`src/rtl/noc_bridge_pkg.sv`:
```
// rtl/noc_bridge_pkg.sv - shared types and default configuration of the NoC bridge link scheduler
// Purpose: scheduler FSM states, the registered link beat and the credit type.
// Ports: none. The beat/credit widths follow the default bridge configuration
// below; the scheduler and credit counters take their defaults from it.
package noc_bridge_pkg;

  localparam int unsigned NOC_NUM_VC   = 2;
  localparam int unsigned NOC_NUM_CRED = 8;
  localparam int unsigned NOC_CRED_W   = $clog2(NOC_NUM_CRED + 1);
  localparam int unsigned NOC_VC_IDX_W = (NOC_NUM_VC > 1) ? $clog2(NOC_NUM_VC) : 1;

  typedef enum logic {
    ARB   = 1'b0,
    OFFER = 1'b1
  } sched_state_e;

  typedef logic [NOC_CRED_W-1:0] bridge_credit_t;

  typedef struct packed {
    logic                    data_valid;
    logic [NOC_VC_IDX_W-1:0] data_vc;
    logic [NOC_VC_IDX_W-1:0] cred_vc;
    bridge_credit_t          cred;
  } sched_beat_t;

endpackage

```
`src/rtl/noc_bridge_vc_credit_ctr.sv`:
```
// rtl/noc_bridge_vc_credit_ctr.sv - per-VC remote and owed credit counters
// Purpose: tracks the far side's free receive slots (remote) and the local
// slots freed but not yet reported (owed) for one virtual channel.
// Ports: clk_i/rst_i clock and sync active-high reset; consumed_i local pop;
// recv_i credits returned by the far side; data_sent_i one flit committed;
// cred_sent_i credits committed on the link; remote_o/owed_o counters;
// err_o sticky remote overflow.
module noc_bridge_vc_credit_ctr
  import noc_bridge_pkg::*;
#(
  parameter int unsigned NumCred = NOC_NUM_CRED,
  parameter int unsigned CredW   = $clog2(NumCred + 1)
) (
  input  logic             clk_i,
  input  logic             rst_i,
  input  logic             consumed_i,
  input  logic [CredW-1:0] recv_i,
  input  logic             data_sent_i,
  input  logic [CredW-1:0] cred_sent_i,
  output logic [CredW-1:0] remote_o,
  output logic [CredW-1:0] owed_o,
  output logic             err_o
);

  localparam logic [CredW:0] CredMax = (CredW + 1)'(NumCred);

  logic [CredW-1:0] remote_q, remote_d;
  logic [CredW-1:0] owed_q, owed_d;
  logic             err_q, err_d;
  logic [CredW:0]   remote_sum, owed_sum;

  // One extra bit so returned credits beyond the buffer depth are visible
  // before clamping; sent amounts never exceed the current count.
  always_comb begin
    remote_sum = {1'b0, remote_q} + {1'b0, recv_i} - (CredW + 1)'(data_sent_i);
    owed_sum   = {1'b0, owed_q} + (CredW + 1)'(consumed_i) - {1'b0, cred_sent_i};
    err_d      = err_q;
    if (remote_sum > CredMax) begin
      remote_d = CredMax[CredW-1:0];
      err_d    = 1'b1;
    end else begin
      remote_d = remote_sum[CredW-1:0];
    end
    owed_d = (owed_sum > CredMax) ? CredMax[CredW-1:0] : owed_sum[CredW-1:0];
  end

  always_ff @(posedge clk_i) begin
    if (rst_i) begin
      remote_q <= CredW'(NumCred);
      owed_q   <= '0;
      err_q    <= 1'b0;
    end else begin
      remote_q <= remote_d;
      owed_q   <= owed_d;
      err_q    <= err_d;
    end
  end

  assign remote_o = remote_q;
  assign owed_o   = owed_q;
  assign err_o    = err_q;

endmodule

```
`src/rtl/noc_bridge_vc_link_scheduler.sv`:
```
// rtl/noc_bridge_vc_link_scheduler.sv - schedules data flits and credit returns onto the shared link
// Purpose: per cycle picks a round-robin data VC with remote credit and
// piggybacks the largest owed credit count, or forces a credit-only beat.
// Ports: vc_valid_i/vc_ready_o per-VC send handshake; vc_consumed_i local
// pops; cred_valid_i/cred_vc_i/cred_amount_i incoming credits; link_valid_o/
// link_ready_i link handshake; link_data_valid_o/link_data_vc_o/
// link_cred_vc_o/link_cred_o beat fields; remote_cred_o packed remote
// credits; cred_err_o sticky overflow; stat_* counters.
// Optional: NOC_BRIDGE_SCHED_STATS_EN enables the three statistics counters.
module noc_bridge_vc_link_scheduler
  import noc_bridge_pkg::*;
#(
  parameter int unsigned NumVc           = NOC_NUM_VC,
  parameter int unsigned NumCred         = NOC_NUM_CRED,
  parameter int unsigned ForceSendThresh = NumCred - 4,
  localparam int unsigned CredW          = $clog2(NumCred + 1),
  localparam int unsigned VcIdxW         = (NumVc > 1) ? $clog2(NumVc) : 1
) (
  input  logic                   clk_i,
  input  logic                   rst_i,
  input  logic [NumVc-1:0]       vc_valid_i,
  output logic [NumVc-1:0]       vc_ready_o,
  input  logic [NumVc-1:0]       vc_consumed_i,
  input  logic                   cred_valid_i,
  input  logic [VcIdxW-1:0]      cred_vc_i,
  input  logic [CredW-1:0]       cred_amount_i,
  output logic                   link_valid_o,
  input  logic                   link_ready_i,
  output logic                   link_data_valid_o,
  output logic [VcIdxW-1:0]      link_data_vc_o,
  output logic [VcIdxW-1:0]      link_cred_vc_o,
  output logic [CredW-1:0]       link_cred_o,
  output logic [NumVc*CredW-1:0] remote_cred_o,
  output logic                   cred_err_o,
  output logic [31:0]            stat_data_beats_o,
  output logic [31:0]            stat_cred_beats_o,
  output logic [31:0]            stat_stall_cycles_o
);

  sched_state_e      state_q, state_d;
  sched_beat_t       beat_q, beat_d, cand;
  logic              link_valid_q, link_valid_d;
  logic [VcIdxW-1:0] rr_q, rr_d, rr_eff, rr_idx, data_sel, cred_sel;
  logic              handshake, data_found, cand_valid;
  bridge_credit_t    cred_max;

  bridge_credit_t    remote_cred [NumVc];
  bridge_credit_t    owed_cred   [NumVc];
  bridge_credit_t    remote_eff  [NumVc];
  bridge_credit_t    owed_eff    [NumVc];
  bridge_credit_t    cred_sent   [NumVc];
  bridge_credit_t    recv_cred   [NumVc];
  logic [NumVc-1:0]  data_sent, data_elig, vc_err;

  assign handshake = link_valid_q & link_ready_i;

  // Effective counts exclude whatever the beat in flight commits this cycle,
  // so a back-to-back load never reuses a credit that is just leaving.
  always_comb begin : commit_decode
    data_sent = '0;
    data_elig = '0;
    for (int v = 0; v < NumVc; v++) begin
      data_sent[v]  = handshake & beat_q.data_valid & (beat_q.data_vc == VcIdxW'(v));
      cred_sent[v]  = (handshake && beat_q.cred_vc == VcIdxW'(v)) ? beat_q.cred : '0;
      recv_cred[v]  = (cred_valid_i && cred_vc_i == VcIdxW'(v)) ? cred_amount_i : '0;
      remote_eff[v] = remote_cred[v] - CredW'(data_sent[v]);
      owed_eff[v]   = owed_cred[v] - cred_sent[v];
      data_elig[v]  = vc_valid_i[v] & (remote_eff[v] != '0);
    end
    rr_eff = (handshake && beat_q.data_valid) ?
             VcIdxW'((int'(beat_q.data_vc) + 1) % NumVc) : rr_q;
  end

  always_comb begin : select
    data_found = 1'b0;
    data_sel   = '0;
    rr_idx     = '0;
    cred_sel   = '0;
    cred_max   = '0;
    for (int i = 0; i < NumVc; i++) begin
      rr_idx = VcIdxW'((int'(rr_eff) + i) % NumVc);
      if (!data_found && data_elig[rr_idx]) begin
        data_found = 1'b1;
        data_sel   = rr_idx;
      end
    end
    // Strict compare keeps the lowest index on ties.
    for (int v = 0; v < NumVc; v++) begin
      if (owed_eff[v] > cred_max) begin
        cred_max = owed_eff[v];
        cred_sel = VcIdxW'(v);
      end
    end
    cand_valid      = data_found | (cred_max >= CredW'(ForceSendThresh));
    cand.data_valid = data_found;
    cand.data_vc    = data_sel;
    cand.cred_vc    = cred_sel;
    cand.cred       = cred_max;
  end

  always_comb begin : fsm_next
    state_d      = state_q;
    beat_d       = beat_q;
    link_valid_d = link_valid_q;
    rr_d         = rr_eff;
    case (state_q)
      ARB: begin
        if (cand_valid) begin
          beat_d       = cand;
          link_valid_d = 1'b1;
          state_d      = OFFER;
        end
      end
      OFFER: begin
        if (handshake) begin
          if (cand_valid) begin
            beat_d = cand;
          end else begin
            link_valid_d = 1'b0;
            state_d      = ARB;
          end
        end
      end
    endcase
  end

  always_ff @(posedge clk_i) begin
    if (rst_i) begin
      state_q      <= ARB;
      beat_q       <= '0;
      link_valid_q <= 1'b0;
      rr_q         <= '0;
    end else begin
      state_q      <= state_d;
      beat_q       <= beat_d;
      link_valid_q <= link_valid_d;
      rr_q         <= rr_d;
    end
  end

  for (genvar v = 0; v < NumVc; v++) begin : g_vc
    noc_bridge_vc_credit_ctr #(
      .NumCred (NumCred),
      .CredW   (CredW)
    ) u_credit_ctr (
      .clk_i       (clk_i),
      .rst_i       (rst_i),
      .consumed_i  (vc_consumed_i[v]),
      .recv_i      (recv_cred[v]),
      .data_sent_i (data_sent[v]),
      .cred_sent_i (cred_sent[v]),
      .remote_o    (remote_cred[v]),
      .owed_o      (owed_cred[v]),
      .err_o       (vc_err[v])
    );
    assign remote_cred_o[v*CredW +: CredW] = remote_cred[v];
  end

  assign vc_ready_o        = data_sent;
  assign link_valid_o      = link_valid_q;
  assign link_data_valid_o = beat_q.data_valid;
  assign link_data_vc_o    = beat_q.data_vc;
  assign link_cred_vc_o    = beat_q.cred_vc;
  assign link_cred_o       = beat_q.cred;
  assign cred_err_o        = |vc_err;

`ifdef NOC_BRIDGE_SCHED_STATS_EN
  logic [31:0] stat_data_q, stat_data_d;
  logic [31:0] stat_cred_q, stat_cred_d;
  logic [31:0] stat_stall_q, stat_stall_d;

  always_comb begin
    stat_data_d  = stat_data_q + 32'(handshake & beat_q.data_valid);
    stat_cred_d  = stat_cred_q + 32'(handshake & ~beat_q.data_valid);
    stat_stall_d = stat_stall_q + 32'(link_valid_q & ~link_ready_i);
  end

  always_ff @(posedge clk_i) begin
    if (rst_i) begin
      stat_data_q  <= '0;
      stat_cred_q  <= '0;
      stat_stall_q <= '0;
    end else begin
      stat_data_q  <= stat_data_d;
      stat_cred_q  <= stat_cred_d;
      stat_stall_q <= stat_stall_d;
    end
  end

  assign stat_data_beats_o   = stat_data_q;
  assign stat_cred_beats_o   = stat_cred_q;
  assign stat_stall_cycles_o = stat_stall_q;
`else
  assign stat_data_beats_o   = '0;
  assign stat_cred_beats_o   = '0;
  assign stat_stall_cycles_o = '0;
`endif

endmodule

```
`config.mk`:
```
export PLATFORM = sky130hd
export DESIGN_NAME = noc_bridge_vc_link_scheduler
export DESIGN_NICKNAME = d
export VERILOG_FILES = /design/src/rtl/noc_bridge_pkg.sv /design/src/rtl/noc_bridge_vc_credit_ctr.sv /design/src/rtl/noc_bridge_vc_link_scheduler.sv
export SDC_FILE = /design/constraint.sdc
export NUM_CORES = 1
export LEC_CHECK = 0
export ABC_AREA = 1
export ABC_CLOCK_PERIOD_IN_PS = 7200
export CORE_MARGIN = 3
export CORE_UTILIZATION = 49
export CTS_BUF_LIST = sky130_fd_sc_hd__clkbuf_8
export CTS_CLUSTER_SIZE = 28
export DETAILED_ROUTE_END_ITERATION = 10
export PLACE_DENSITY = 0.95
export SLEW_MARGIN = 20
export SYNTH_ARGS = -nofsm -noshare
export SYNTH_HDL_FRONTEND = slang
export SYNTH_SLANG_ARGS = --single-unit
export TNS_END_PERCENT = 20
```
`constraint.sdc`:
```
create_clock -name clk_i -period 7.2 [get_ports clk_i]
set_input_delay 0.72 -clock clk_i [delete_from_list [all_inputs] [get_ports clk_i]]
set_output_delay 0.72 -clock clk_i [all_outputs]
set_load 0.02 [all_outputs]
```
# Word-level counts from Yosys, hierarchy flattened
# Index checks and enable logic that the tools add are counted.
# W data, S select, Z words.
[totals] reg_bits=28 input_bits=13 output_inout_bits=115 elab_cells=95
[classes] addsub=14 n_lt_le_gt_ge=9 eq_ne=3 mux=28 bitwise_logic=11 n_reduce_logical=15
[ops] operator="$mux W4" count=8
[ops] operator="$gt A5 B4 Y1 const B" count=4
[ops] operator="$mux W1" count=15
[ops] operator="$mux W7" count=2
[ops] operator="$pmux W7 S2" count=1
[ops] operator="$add A4 B1 Y5" count=2
[ops] operator="$add A4 B4 Y5" count=2
[ops] operator="$reduce_or A2 Y1" count=5
[ops] operator="$sub A5 B1 Y5" count=2
[ops] operator="$sub A5 B4 Y5" count=2
[ops] operator="$reduce_bool A4 Y1" count=2
[ops] operator="$sub A4 B1 Y4" count=2
[ops] operator="$sub A4 B4 Y4" count=2
[ops] operator="$and A1 B1 Y1" count=6
[ops] operator="$logic_and A1 B1 Y1" count=6
[ops] operator="$ge A4 B3 Y1 const B" count=1
[ops] operator="$gt A4 B1 Y1 const B" count=1
[ops] operator="$gt A4 B4 Y1" count=1
[ops] operator="$lt A1 B2 Y1 const B" count=2
[ops] operator="$ne A2 B2 Y1 const B" count=2
[ops] operator="$not A1 Y1" count=4
[ops] operator="$pmux W1 S2" count=2
[ops] operator="$reduce_and A3 Y1" count=1
[ops] operator="$add A1 B1 Y1 const B" count=2
[ops] operator="other kinds (3)" count=3

# Depth between registers and ports, before layout
# Gate-level depths: netlist of run 1.
[depth] word_depth=16 mapped_depth=25 depth_no_buf=25

# By module
# Synthesis of run 1 repeated with hierarchy kept, for this count alone.
[unflattened] hier_cells=487 hier_area_um2=3470.8
[modules_own_cells] mod="noc_bridge_vc_link_scheduler" instances=1 cells_per_inst=277 area_each_um2=1899.3 seq_area_each_um2=200.2
[modules_own_cells] mod="noc_bridge_vc_credit_ctr (g_vc[1].u_credit_ctr)" instances=1 cells_per_inst=105 area_each_um2=788.3 seq_area_each_um2=180.2
[modules_own_cells] mod="noc_bridge_vc_credit_ctr (g_vc[0].u_credit_ctr)" instances=1 cells_per_inst=105 area_each_um2=783.3 seq_area_each_um2=180.2

# Worst setup path after synthesis of run 1
# OpenSTA, ideal clock, no wires.
[synth_path] path_type="input to register" from="input link_ready_i" to="register beat_q, in the netlist link_cred_vc_o" setup_time_ns=0.115 arrival_time_ns=3.113 t_required_ns=7.085 setup_slack_ns=3.971 cell_stages=23 n_path_buf=1 path_cell_list="nand2_1 -> inv_1 -> nand2_1 -> inv_1 -> nand2_1 -> ha_1 -> fa_1 -> inv_1 -> nand3_1 -> nand2_1 -> inv_1 -> ha_1 -> nand2_1 -> inv_2 -> nand2_2 -> nand2_4 -> nand2_4 -> nand2_1 -> nand2_2 -> nand3_4 -> buf_6 -> a21oi_1 -> nor2_1"
[synth_via] elab_chain_len=16 word_cells_on_any_way=38 classes_between="add/sub (5); order compare (3); eq/ne (1); mux (15); bitwise (7); reduce/logical (7)"
[synth_lines] element="start, declared" line_no="noc_bridge_vc_link_scheduler.sv:28" source="input logic link_ready_i,"
[synth_lines] element="$and A1 B1 Y1 *" line_no="noc_bridge_vc_link_scheduler.sv:55" source="assign handshake = link_valid_q & link_ready_i;"
[synth_lines] element="parallel branches: the longest is 15 deep, another holds $sub A4 B4 Y4"
[synth_lines] element="end signal, assigned" line_no="noc_bridge_vc_link_scheduler.sv:135" source="beat_q <= beat_d;"
[synth_lines] element="end, declared" line_no="noc_bridge_vc_link_scheduler.sv:41" source="sched_beat_t beat_q, beat_d, cand;"
# Mark *: on every way between the ends. The select of a mux whose other input is x is not followed.
# A chain may end at the register's enable or synchronous reset.

# Worst setup path after layout of run 1
[layout_path] from="input link_ready_i" to="register beat_q, in the netlist link_data_vc_o"
# The elaborated chain is that of the path after synthesis.

==> impl_results.md, run 1 <==
- Util after Layout: 0.531
- Mapped Avg Cell Area: 7.47 µm²
- TritonCTS buffer count: 3
- Row count: 28
- Clock slew at reported path FFs: 0.10 ns
- Startpoint Class: input pin
- Pre-CTS WS: 3.18 ns
- Largest net degree at the start of global routing: 17
- Initial antenna violation count: 0
- Vias after detailed routing: 2,319
- Final nets: 509
- CTS tree: done
- Yosys top cell area share: 0.233
- Top FF cell, synth: dfxtp_1
- Fill cells: 559
- Post-synthesis sequential area ratio: 0.178
- H-tree depth: 1
- Pwr Total: 1.31 mW
- Total Wirelength: 5570 µm
- Final instance area: 3220 µm²
- Post-DP Area: 3150 µm²
- Clk buf depth: 2
- Max Freq: 264 MHz
- Layout overhead on the synthesized area: 2.18%
- Die Area: 7430 µm²
- Sink Count: 28
- Most instantiated cells after synthesis: 98 x buf_4, 79 x inv_1, 51 x nand2_1, 38 x ha_1, 28 x dfxtp_1
- IO Count: 128
- Reg2reg path depth: 21
- Worst-margin pin slew: 0.619 ns
- Diode count: 0
- CP Data Required Time: 7.42 ns
- Final hold slack: 0.489 ns
- Vias in the first global route: 2,110
- Share of layout cells above drive strength 1: 0.0535
- Worst EP arrival: 4.00 ns
- Top cells by area, synth: buf_4 23%, dfxtp_1 18%, ha_1 15%
- Worst hold path type: reg -> reg
- CP endpoint kind: flip-flop
- Post-CTS Setup Bufs: 0
- First-pass GRT wire length: 8860 µm
- MaxCap Viol Count: 0
- RSZ-0062 raised after global routing: false
- EDFF count, synth: 0
- Final Hold Vio Count: 0
- Count leader, synth: buf_4
- Flops & latches, synth: 28
- Pins Over Slew Limit: 0
- Synth warnings: 0
- GP Congestion: 0.915
- Area of the core: 6060 µm²
- Final Skew: 0.00178 ns
- Post-DP HPWL: 4810 µm
- Cells after Synth: 422
- Slew headroom: 0.586
- Die width: 86.2 µm
- Clock latency on the worst-skew pair: 0.29 ns
- Setup_tns: 0 ns
- Hold buffer count at cts: 0
- Sequential share of power: 0.184
- Yosys top cell by area: buf_4
- Clock share of power: 0.098
- Internal power: 631 µW
- Synthesized cell area: 3150 µm²
- Drt first-iter violations: 49
- Crit Path Max Fanout: 13
- CTS root buffer: clkbuf_8
- Via/cell ratio: 4.43
- Worst VDD drop: 0.290 mV
- Outcome: completed
- Comb power frac: 0.717
- Critical path class: in -> reg
- Total grt overflow: 0
- Pwr dens: 408 nW/µm²
- Final Critical Period: 3.78 ns
- Leakage: 1.78 nW
- Final setup margin: 3.42 ns
- Pre-antenna DRT Iters: 4
- Final ANT Viol Nets: 0
- Async SR Flop Fraction: 0
- Crit share post-route: 0.525
- Buffers on Ports: 31
- Netlist cell types: 31
- WL per Instance: 10.6 µm
- Net Switching: 682 µW
- Starting Density: 0.520
- Worst hold stages: 2
- GR Util All Layers: 0.147
- Resize count post-CTS: 0
- Placed insts: 520
- Die Y: 86.2 µm
- Final Non-Filler Cells: 524
- Drt drc: 0
- Sw Share: 0.519
- Setup Viol. Count Final: 0
kinds of logic after synthesis:
| kind of cell | count (synthesis) | synth area share |
|---|---|---|
| other cells | 1 | 0.00119 |
| xor+xnor | 16 | 0.0445 |
| flops | 28 | 0.178 |
| simple gates | 115 | 0.176 |
| buf+inv | 183 | 0.337 |
| compound gates | 33 | 0.0611 |
| fa+ha+maj | 46 | 0.202 |
cell type report:
type,count,area [µm²],share of cell area
multi-input combinational,306,1880,0.585
clock buffer,3,41.3,0.0128
sequential,28,561,0.174
timing repair buffer,31,310,0.0963
inverter,80,300,0.0932
clock inverter,1,30.0,0.00932
tap,75,93.8,0.0291
cell usage in the layout (no fill, tap or decap), drive strengths merged, types with 4 or more instances in the layout:
cell type,instances
inv,80
o21ai,13
dfxtp,28
fa,8
ha,38
conb,96
nor2,24
a21oi,16
xor2,6
nand3,28
xnor2,10
nand2,57
clkdlybuf4s50,31
nor3,4
routing by layer:
metal,vias up,global-route usage,share of wire
met5,-,0,0
met4,0,0.0623,0.028
met3,19,0.0380,0.084
met2,107,0.266,0.51
met1,1044,0.162,0.38
li1,1149,-,-
power by group through the flow:
stage               Sequential, mW  Combinational (mW)  Clock (mW)
detailed placement           0.245               0.931           0
CTS                          0.242               0.943       0.131
finish                       0.242               0.942       0.129
global route                 0.247                1.05       0.137
floorplan                    0.270               0.756           0
global placement             0.244               0.887           0
worst max-delay path, cell delays in order:
cell and delay (ns):
clkdlybuf4s50_1 0.45, nand2_1 0.10, inv_1 0.12, nand2_1 0.09
nor2_1 0.12, ha_1 0.21, inv_1 0.09, fa_1 0.39
xnor2_1 0.27, inv_1 0.08, ha_1 0.29, nand2_1 0.07
inv_2 0.05, nand2_2 0.08, nand2_4 0.07, nand2_4 0.09
nand2_1 0.06, nand2_2 0.09, nand3_4 0.16, nand2_1 0.16
nand2_1 0.09, a21oi_2 0.12
final timing paths:
check	from	end	slack (ns)
min reg2reg	g_vc[1].u_credit_ctr.err_o	g_vc[1].u_credit_ctr.err_o	0.49
min	g_vc[1].u_credit_ctr.err_o	g_vc[1].u_credit_ctr.err_o	0.49
max reg2reg	link_valid_o	link_data_vc_o	3.92
max	link_ready_i	link_data_vc_o	3.42
registers in the layout, summed over array words and instances (netlist names):
name	count
g_vc.u_credit_ctr.owed_o	8
g_vc.u_credit_ctr.remote_o	8
link_cred_o	4
g_vc.u_credit_ctr.err_o	2
link_cred_vc_o	1
link_data_valid_o	1
link_data_vc_o	1
link_valid_o	1
rr_q	1
state_q	1
Power figures use the tool's default switching activity.
==> run 2, diff against run 1 <==
--- a/config.mk
+++ b/config.mk
@@ -6,13 +6,13 @@
 export NUM_CORES = 1
 export LEC_CHECK = 0
 export ABC_AREA = 1
-export ABC_CLOCK_PERIOD_IN_PS = 7200
+export ABC_CLOCK_PERIOD_IN_PS = 3400
 export CORE_MARGIN = 3
-export CORE_UTILIZATION = 49
+export CORE_UTILIZATION = 41
 export CTS_BUF_LIST = sky130_fd_sc_hd__clkbuf_8
 export CTS_CLUSTER_SIZE = 28
 export DETAILED_ROUTE_END_ITERATION = 10
-export PLACE_DENSITY = 0.95
+export PLACE_DENSITY = 0.91
 export SLEW_MARGIN = 20
 export SYNTH_ARGS = -nofsm -noshare
 export SYNTH_HDL_FRONTEND = slang
==> constraint.sdc (replaced) <==
create_clock -name clk_i -period 3.4 [get_ports clk_i]
set_input_delay 0.34 -clock clk_i [delete_from_list [all_inputs] [get_ports clk_i]]
set_output_delay 0.34 -clock clk_i [all_outputs]
set_load 0.02 [all_outputs]
==> run 2 against run 1 <==
  * Critical path depth increased by 2
  * Clock skew increased by 0.0033 ns
  * Clock power increased by 110%
  * Largest cell class unchanged
  * Sequential power increased by 110%
  * Highest routed layer unchanged
  * First-iteration DRC count increased by 78%
  * Hold slack got worse by 0.0030 ns
==> impl_results.md, run 2 (synthesis results as in run 1) <==
- Outcome: completed (unchanged)
- Vias after detailed routing: 2,389 (was 2,319)
- Met3 WL post-DR: 360 µm (was 465 µm)
- Worst EP arrival: 3.39 ns (was 4.00 ns)
- Reg2reg setup slack: 0.37 ns (was 3.92 ns)
- First-pass GRT wire length: 9890 µm (was 8860 µm)
- Buffers on Ports: 31 (unchanged)
- Slowest CP cell: clkdlybuf4s50_1 (unchanged)
- GP Congestion: 0.965 (was 0.915)
- MaxCap Viol Count: 0 (unchanged)
- Post-DP Area: 3280 µm² (was 3150 µm²)
- Post-DP HPWL: 5290 µm (was 4810 µm)
- Wl on met1: 2380 µm (was 2090 µm)
- Die Y: 93.7 µm (was 86.2 µm)
- Most common cell after layout, fill and taps aside: conb_1 (unchanged)
- WL per Instance: 11.1 µm (was 10.6 µm)
- Commonest non-fill, non-tap cells in the layout: 96 x conb_1, 78 x inv_1, 49 x nand2_1, 36 x ha_1, 31 x clkdlybuf4s50_1 (was 96 x conb_1, 79 x inv_1, 51 x nand2_1, 38 x ha_1, 31 x clkdlybuf4s50_1)
- Final nets: 524 (was 509)
- Worst hold path type: reg -> reg (unchanged)
- Final Skew: 0.00506 ns (was 0.00178 ns)
- Clock slew at reported path FFs: 0.10 ns (about the same)
- RR Endpoint: link_cred_o[0] (was link_data_vc_o)
- Final Hold Vio Count: 0 (unchanged)
- Slew headroom: 0.555 (was 0.586)
- Setup_tns: 0 ns (unchanged)
- Total grt overflow: 0 (unchanged)
- H-tree depth: 1 (unchanged)
- Max Freq: 315 MHz
- Drt drc: 0 (unchanged)
- Hold Path Origin: g_vc[0].u_credit_ctr.err_o (was g_vc[1].u_credit_ctr.err_o)
- Crit-path most repeated cell: nand2_1 (unchanged)
- Hold EP: g_vc[0].u_credit_ctr.err_o (was g_vc[1].u_credit_ctr.err_o)
- Largest net degree at the start of global routing: 17 (unchanged)
- Total Wirelength: 6260 µm (was 5570 µm)
- Met2 routed WL: 3420 µm (was 2860 µm)
- Leakage: 1.85 nW (was 1.78 nW)
- Clock latency on the worst-skew pair: 0.28 ns (was 0.29 ns)
- Area of the core: 7370 µm² (was 6060 µm²)
- GR Util All Layers: 0.138 (was 0.147)
- Vias in the first global route: 2,349 (was 2,110)
- RSZ-0062 raised after global routing: false (unchanged)
- Worst-margin pin slew: 0.666 ns (was 0.619 ns)
- Die Area: 8780 µm² (was 7430 µm²)
- CP Data Required Time: 3.61 ns (was 7.42 ns)
- Reg2reg path depth: 23 (was 21)
- Uppermost routed layer: met4 (unchanged)
- RR Startpoint: link_valid_o (unchanged)
- CP endpoint kind: flip-flop (unchanged)
- Fill cells: 692 (was 559)
- Pins Over Slew Limit: 0 (unchanged)
- Critical path class: in -> reg (unchanged)
- Clk buf depth: 2 (unchanged)
- Worst hold stages: 2 (unchanged)
- Util after Layout: 0.462 (was 0.531)
- Crit Path Max Fanout: 6 (was 13)
- Die width: 93.7 µm (was 86.2 µm)
- Final ANT Viol Nets: 0 (unchanged)
- Diode count: 0 (unchanged)
- Setup Viol. Count Final: 0 (unchanged)
- CTS root buffer: clkbuf_8 (unchanged)
- Via/cell ratio: 4.24 (was 4.43)
- TritonCTS buffer count: 3 (unchanged)
- Crit path largest cell delay: 0.45 ns (about the same)
- Row count: 31 (was 28)
- Drt first-iter violations: 87 (was 49)
- Final instance area: 3400 µm² (was 3220 µm²)
- IO Count: 128 (unchanged)
- Final hold slack: 0.486 ns (was 0.489 ns)
- Layout overhead on the synthesized area: 7.98% (was 2.18%)
- Pwr Total: 3.09 mW (was 1.31 mW)
- Initial antenna violation count: 0 (unchanged)
- Crit path cell chain: clkdlybuf4s50_1 -> nand2_1 -> inv_1 -> nand2_1 -> inv_2 -> nand2_1 -> ha_2 -> fa_1 -> inv_1 -> nand3_1 -> nand2_2 -> inv_1 -> ha_4 -> nand2_1 -> inv_2 -> nand2_2 -> nand2_4 -> nand2_4 -> nand2_1 -> nand2_2 -> nand3_4 -> buf_4 -> nand3_2 -> a21oi_2 (was clkdlybuf4s50_1 -> nand2_1 -> inv_1 -> nand2_1 -> nor2_1 -> ha_1 -> inv_1 -> fa_1 -> xnor2_1 -> inv_1 -> ha_1 -> nand2_1 -> inv_2 -> nand2_2 -> nand2_4 -> nand2_4 -> nand2_1 -> nand2_2 -> nand3_4 -> nand2_1 -> nand2_1 -> a21oi_2)
- Crit share post-route: 0.934
- CTS tree: done (unchanged)
- Pwr dens: 907 nW/µm² (was 408 nW/µm²)
- Starting Density: 0.428 (was 0.520)
- Delay-heaviest family, CP: simple AND/OR/NAND/NOR gates (unchanged)
- Share of layout cells above drive strength 1: 0.101 (was 0.0535)
- Startpoint Class: input pin (unchanged)
- Sink Count: 28 (unchanged)
- Final Critical Period: 3.17 ns
- Worst Path Buf+Inv: 7 (was 5)
- Worst VDD drop: 0.605 mV (was 0.290 mV)
- Pre-antenna DRT Iters: 4 (unchanged)
==> run 2: how the worst max path moves through the flow <==
stage,start,endpoint,slack (ns),depth (start not counted)
finish,link_ready_i,link_cred_o[0],0.23,24
global route,link_ready_i,link_cred_o[0],0.002,23
CTS,link_ready_i,link_cred_o[1],0.07,24
detailed placement,link_ready_i,link_cred_o[1],-0.18,24
global placement,link_ready_i,link_cred_o[1],-0.01,24
floorplan,link_valid_o,link_cred_vc_o,0.40,23
==> run 2: layer usage <==
| metal | up-vias | GRT usage |
|---|---|---|
| met5 | - | 0 |
| met4 | 0 | 0.0445 |
| met3 | 12 | 0.0264 |
| met2 | 93 | 0.266 |
| met1 | 1106 | 0.149 |
| li1 | 1178 | - |
==> run 2: stage by stage <==
stage          worst slack, ns  instances
3_5_place_dp            -0.181        557
4_1_cts                 0.0738        561
5_1_grt                0.00233        563
3_3_place_gp          -0.00976        557
6_report                 0.226        563
2_1_floorplan            0.397        517
==> run 2: report_power, final <==
part	internal (mW)	leakage, nW	switching, mW
Sequential	0.436	0.230	0.0745
Clock	0.158	0.0357	0.114
Combinational	0.917	1.58	1.39
Total	1.51	1.85	1.57
==> run 2: worst register-to-register path, delay by kind of cell, from the launching register on <==
family / cells / cell delay (ns)
compound gates: 1 / 0.15
flops: 1 / 0.36
fa+ha+maj: 3 / 0.82
buf+inv: 6 / 0.54
simple gates: 13 / 1.08
==> run 2: cell type report <==
class                           count  area [µm²]  share of cell area
Clock buffer                        3        41.3              0.0121
Clock inverter                      1        30.0             0.00882
Inverter                           80         300              0.0882
Multi-Input combinational cell    307        1930               0.568
Sequential cell                    28         561               0.165
Tap cell                           99         124              0.0364
Timing Repair Buffer               45         415               0.122
==> run 2: repair_timing <==
item                       in CTS  in global routing
hold buffers                    0                  0
setup buffers                   0                  1
setup endpoints to repair       0                  9
resized for setup               0                  9
==> run 3, diff against run 2 <==
--- a/config.mk
+++ b/config.mk
@@ -13,6 +13,7 @@
 export CTS_CLUSTER_SIZE = 28
 export DETAILED_ROUTE_END_ITERATION = 10
 export PLACE_DENSITY = 0.91
+export SKIP_CTS_REPAIR_TIMING = 1
 export SLEW_MARGIN = 20
 export SYNTH_ARGS = -nofsm -noshare
 export SYNTH_HDL_FRONTEND = slang
==> results of run 3 <==
The final DEF is identical to that of run 2; final timing and power are the same.
